<file path="src/rtl/alu_share_arbiter.sv">
// rtl/alu_share_arbiter.sv - round-robin sharing of one ALU datapath among N tagged requesters
module alu_share_arbiter #(
  parameter int N       = 4,
  parameter int W       = 32,
  parameter int OPW     = 3,
  parameter int ALU_LAT = 1
) (
  input  logic                  clk,
  input  logic                  reset_n,
  input  logic [N-1:0]          req_valid,
  input  logic [N*W-1:0]        req_a,
  input  logic [N*W-1:0]        req_b,
  input  logic [N*OPW-1:0]      req_op,
  output logic [N-1:0]          req_ready,
  output logic [W-1:0]          alu_a,
  output logic [W-1:0]          alu_b,
  output logic [OPW-1:0]        alu_op,
  input  logic [W-1:0]          alu_res,
  output logic                  rsp_valid,
  input  logic                  rsp_ready,
  output logic [$clog2(N)-1:0]  rsp_id,
  output logic [W-1:0]          rsp_data,
  output logic                  busy
);

  localparam int IDW = $clog2(N);
  // cnt must be at least one bit wide even when ALU_LAT=1 (it then only ever holds 0)
  localparam int CW  = (ALU_LAT > 1) ? $clog2(ALU_LAT) : 1;

  typedef enum logic [1:0] {
    S_IDLE,
    S_WAIT,
    S_RESP
  } state_t;

  state_t           state;
  state_t           state_nxt;
  logic [IDW-1:0]   rr_ptr;
  logic [IDW-1:0]   grant_idx;
  logic [IDW-1:0]   cand;
  logic             grant_found;
  logic             accept;
  logic [CW-1:0]    cnt;

  logic [W-1:0]     a_arr  [N];
  logic [W-1:0]     b_arr  [N];
  logic [OPW-1:0]   op_arr [N];

  for (genvar i = 0; i < N; i++) begin : g_unpack
    assign a_arr[i]  = req_a[i*W +: W];
    assign b_arr[i]  = req_b[i*W +: W];
    assign op_arr[i] = req_op[i*OPW +: OPW];
  end

  // Round-robin search: walk backwards so the candidate closest to rr_ptr is the last one kept
  always_comb begin
    grant_found = 1'b0;
    grant_idx   = '0;
    cand        = '0;
    for (int k = N - 1; k >= 0; k--) begin
      cand = IDW'((int'(rr_ptr) + k) % N);
      if (req_valid[cand]) begin
        grant_found = 1'b1;
        grant_idx   = cand;
      end
    end
  end

  // Next-state logic and the one-hot accept strobe (only offered in IDLE, never while reset is low)
  always_comb begin
    state_nxt = state;
    req_ready = '0;
    accept    = 1'b0;
    case (state)
      S_IDLE: begin
        if (reset_n && grant_found) begin
          accept               = 1'b1;
          req_ready[grant_idx] = 1'b1;
          state_nxt            = S_WAIT;
        end
      end
      S_WAIT: begin
        if (cnt == '0) state_nxt = S_RESP;
      end
      S_RESP: begin
        if (rsp_ready) state_nxt = S_IDLE;
      end
      default: state_nxt = S_IDLE;
    endcase
  end

  // State register
  always_ff @(posedge clk) begin
    if (!reset_n) state <= S_IDLE;
    else          state <= state_nxt;
  end

  // Operand launch, latency countdown, result capture and response handshake
  always_ff @(posedge clk) begin
    if (!reset_n) begin
      rr_ptr    <= '0;
      cnt       <= '0;
      alu_a     <= '0;
      alu_b     <= '0;
      alu_op    <= '0;
      rsp_id    <= '0;
      rsp_data  <= '0;
      rsp_valid <= 1'b0;
    end else begin
      if (accept) begin
        alu_a  <= a_arr[grant_idx];
        alu_b  <= b_arr[grant_idx];
        alu_op <= op_arr[grant_idx];
        rsp_id <= grant_idx;
        rr_ptr <= IDW'((int'(grant_idx) + 1) % N);
        cnt    <= CW'(ALU_LAT - 1);
      end else if (state == S_WAIT && cnt != '0) begin
        cnt <= cnt - CW'(1);
      end
      if (state == S_WAIT && cnt == '0) begin
        rsp_data  <= alu_res;
        rsp_valid <= 1'b1;
      end
      if (state == S_RESP && rsp_ready) begin
        rsp_valid <= 1'b0;
      end
    end
  end

  assign busy = (state != S_IDLE);

endmodule

</file>
<file path="config.mk">
export PLATFORM = sky130hd
export DESIGN_NAME = alu_share_arbiter
export DESIGN_NICKNAME = d
export VERILOG_FILES = /design/src/rtl/alu_share_arbiter.sv
export SDC_FILE = /design/constraint.sdc
export NUM_CORES = 1
export LEC_CHECK = 0
export CAP_MARGIN = 20
export CORE_AREA = 2 2 162 164
export DETAILED_ROUTE_END_ITERATION = 8
export DIE_AREA = 0 0 164 166
export MAX_ROUTING_LAYER = met4
export PLACE_DENSITY = 0.63
export REMOVE_ABC_BUFFERS = 1
export SLEW_MARGIN = 20
export SYNTH_ARGS = -nofsm -noshare
export SYNTH_HDL_FRONTEND = slang
export SYNTH_SLANG_ARGS = --single-unit
</file>
<file path="constraint.sdc">
create_clock -name clk -period 2.45 [get_ports clk]
set_clock_uncertainty 0.1 [all_clocks]
set_input_delay 0.3675 -clock clk [delete_from_list [all_inputs] [get_ports clk]]
set_output_delay 0.3675 -clock clk [all_outputs]
set_load 0.01 [all_outputs]
</file>
==> results.md, run 1 <==
- Status: completed
- Die H: 166 µm
- Endpoint type of the worst setup path: output port
- Critical path fanouts, max: 4
- CP Class: in2out
- Worst flop-to-flop path startpoint: rr_ptr[0]$_SDFFE_PN0P_
- Placed cell areas: 0.00994 mm²
- Most used DFF post-synth: dfxtp_1
- Final Hold Violating Endpoints: 0
- Grt ovf: 0
- Fraction of layout cells with a size suffix above 1: 0.0591
- Overall die width: 164 µm
- Final GP Congestion: 0.780
- WP data arrival: 1870 ps
- Met1 wire length: 9.23 mm
- Setup bufs post-CTS: 0
- Top Layer Used: met4
- Pre-CTS setup slack: -273 ps
- Top post-synthesis cells by count: mux2i_1 (136), nand2_1 (132), dfxtp_1 (107)
- Req. time, crit path: 1980 ps
- CTS H-Tree Depth: 3
- Unrepaired setup endpoints after global routing: false
- Worst setup SP type: input port
- DRT antenna net count: 0
- Async S/R FF share, synth: 0
- Detail Route met2 WL: 11.4 mm
- Fin area: 0.0102 mm²
- Post-synthesis cell count: 570
- Drt first pass iters: 4
- Final setup vio count: 0
- Row cnt: 59
- First-pass GRT wire length: 33.2 mm
- Hold-fix buffers, CTS: 0
- Top cell type's share of synthesized area: 0.400
- Worst min path class: reg2reg
- Die Area: 0.0272 mm²
- Slew margin rel.: 0.542
- Clock transition at the registers of the reported paths: 70 ps
- Yosys reg bits: 107
- Syn avg cell area: 9.39 µm²
- R2R depth: 8
- Slew Limit Fails: 0
- Clock buffer depth: 2
- CTS sink cnt: 107
- Latest clock arrival within the worst-skew pair: 340 ps
- Vias in the first global route: 5934
- HPWL after DPL: 17.9 mm
- Via count: 5884
- IO Count: 414
- # nets final: 1283
- Finished Layout Cells: 1317
- LEAKAGE: 4.22 nW
- Fill cell count: 2580
- MaxCap Viol Count: 0
- Core area: 0.0256 mm²
- Synth warnings: 0
- Setup TNS: 0 ps
- # DRC: 0
- Placed Cells: 1300
- Most frequent cell after synthesis: mux2i_1
- R2R setup slack: 370 ps
- Sequential area share after synthesis: 0.400
- CTS tree: yes
- Pwr Density: 610 mW/mm²
- Initial antenna violation count: 2
- Post-route minimum period: 2340 ps
- WL final: 23.1 mm
- Area grow syn2layout: 91.4%
- CP Launch Point: req_valid[2]
- GRT Util Overall: 0.165
- Cell taking the most area after synthesis: dfxtp_1
- Number of library cell types mapped by synthesis: 32
- Largest net degree at the start of global routing: 48
- Synth Cell Area: 0.00535 mm²
- Num CTS Buffers: 9
- DR WL/cell: 17.5 µm
- Starting Density: 0.209
- Fmax: 0.427 GHz
- Crit path to: req_ready[2]
- DRT iter0 DRCs: 251
- Number of buffers added on ports: 413
- Final Cycle Share: 0.956
- Slew @ Worst Pin: 687 ps
- Peak VDD IR: 0.000269 V
- Top cells by area, synth: dfxtp_1 (40%), mux2i_1 (25%), o221ai_1 (11%)
- R2r endpoint: alu_a[3]$_SDFFE_PN0P_
- Vias per cell: 4.47
- Root buf cell: clkbuf_16
- Number of synthesized flops with an enable pin: 0
- Met3 routed WL: 2.00 mm
- Setup ws final: 109 ps
==> kinds of logic after synthesis <==
group / after synthesis / synth area share
buf+inv: 53 / 0.0589
simple gates: 160 / 0.127
xor+xnor: 1 / 0.00164
flops: 107 / 0.400
mux: 136 / 0.254
compound gates: 113 / 0.158
==> critical path, cell delays in order <==
cell	delay, ps
clkdlybuf4s50_1	450
or4_4	450
nor2b_4	170
nand3_4	100
nor2_1	50
dlygate4sd2_1	300
==> registers in the layout, summed over array words and instances (netlist names) <==
register and cells:
alu_a 32, rsp_data 32, cnt 1, alu_op 3, rr_ptr 2, rsp_id 2
state 2, rsp_valid 1, alu_b 32
==> power by group <==
part	switching [mW]	internal, mW
Sequential	0.146	2.01
Combinational	1.07	1.48
Clock	0.738	0.802
==> layout by cell type, fill, tap and decap left out, drive strengths merged, types with 4 or more instances in the layout <==
cell type      instances
clkdlybuf4s50        406
inv                    6
clkbuf                 9
buf                   31
mux2i                136
nand2                132
dfxtp                107
o221ai                67
dlygate4sd2            6
a21oi                 38
nor2                  13
nand2b                 4
==> how the worst min path moves through the flow <==
stage,end,slack [ps],from,depth (start not counted)
detailed placement,cnt$_SDFFE_PP0P_,330,cnt$_SDFFE_PP0P_,1
CTS,cnt$_SDFFE_PP0P_,350,cnt$_SDFFE_PP0P_,1
global route,rsp_data[30]$_SDFFE_PN0P_,370,rsp_data[30]$_SDFFE_PN0P_,2
finish,cnt$_SDFFE_PP0P_,350,cnt$_SDFFE_PP0P_,1
global placement,cnt$_SDFFE_PP0P_,330,cnt$_SDFFE_PP0P_,1
floorplan,cnt$_SDFFE_PP0P_,320,cnt$_SDFFE_PP0P_,1
==> per-stage QoR <==
stage                     hold slack [ps]  power (mW)  utilization
after floorplan                       325        3.46            -
after global placement                330        4.76        0.388
after detailed placement              335        4.78        0.388
after CTS                             352        6.35        0.400
after global routing                  373        6.58        0.400
final                                 353        6.24        0.400
==> repair_timing <==
action / in CTS / in global routing
pin swaps: 0 / 0
setup endpoints to repair: 4 / 2
resized for setup: 7 / 1
==> layout make-up <==
cell class                 count  area [µm²]  area share
clock buffer                   9         225      0.0220
antenna                        1        2.50    0.000244
timing repair buffer         444        4450       0.434
inverter                       4        15.0     0.00147
clock inverter                 7        73.8     0.00721
tap                          335         419      0.0409
multi-input combinational    410        2920       0.285
sequential                   107        2140       0.209
==> layer usage <==
layer  up-vias  GRT usage
li1       2886          -
met1      2698      0.185
met2       278      0.285
met3        22     0.0452
met4         0     0.0454
met5         -          -
Power figures use the tool's default switching activity.
==> run 2: changes to the inputs <==
- CAP_MARGIN: 20 -> 5
==> results of run 2 <==
Same layout as run 1: the final DEF is identical, and so are final timing and power.
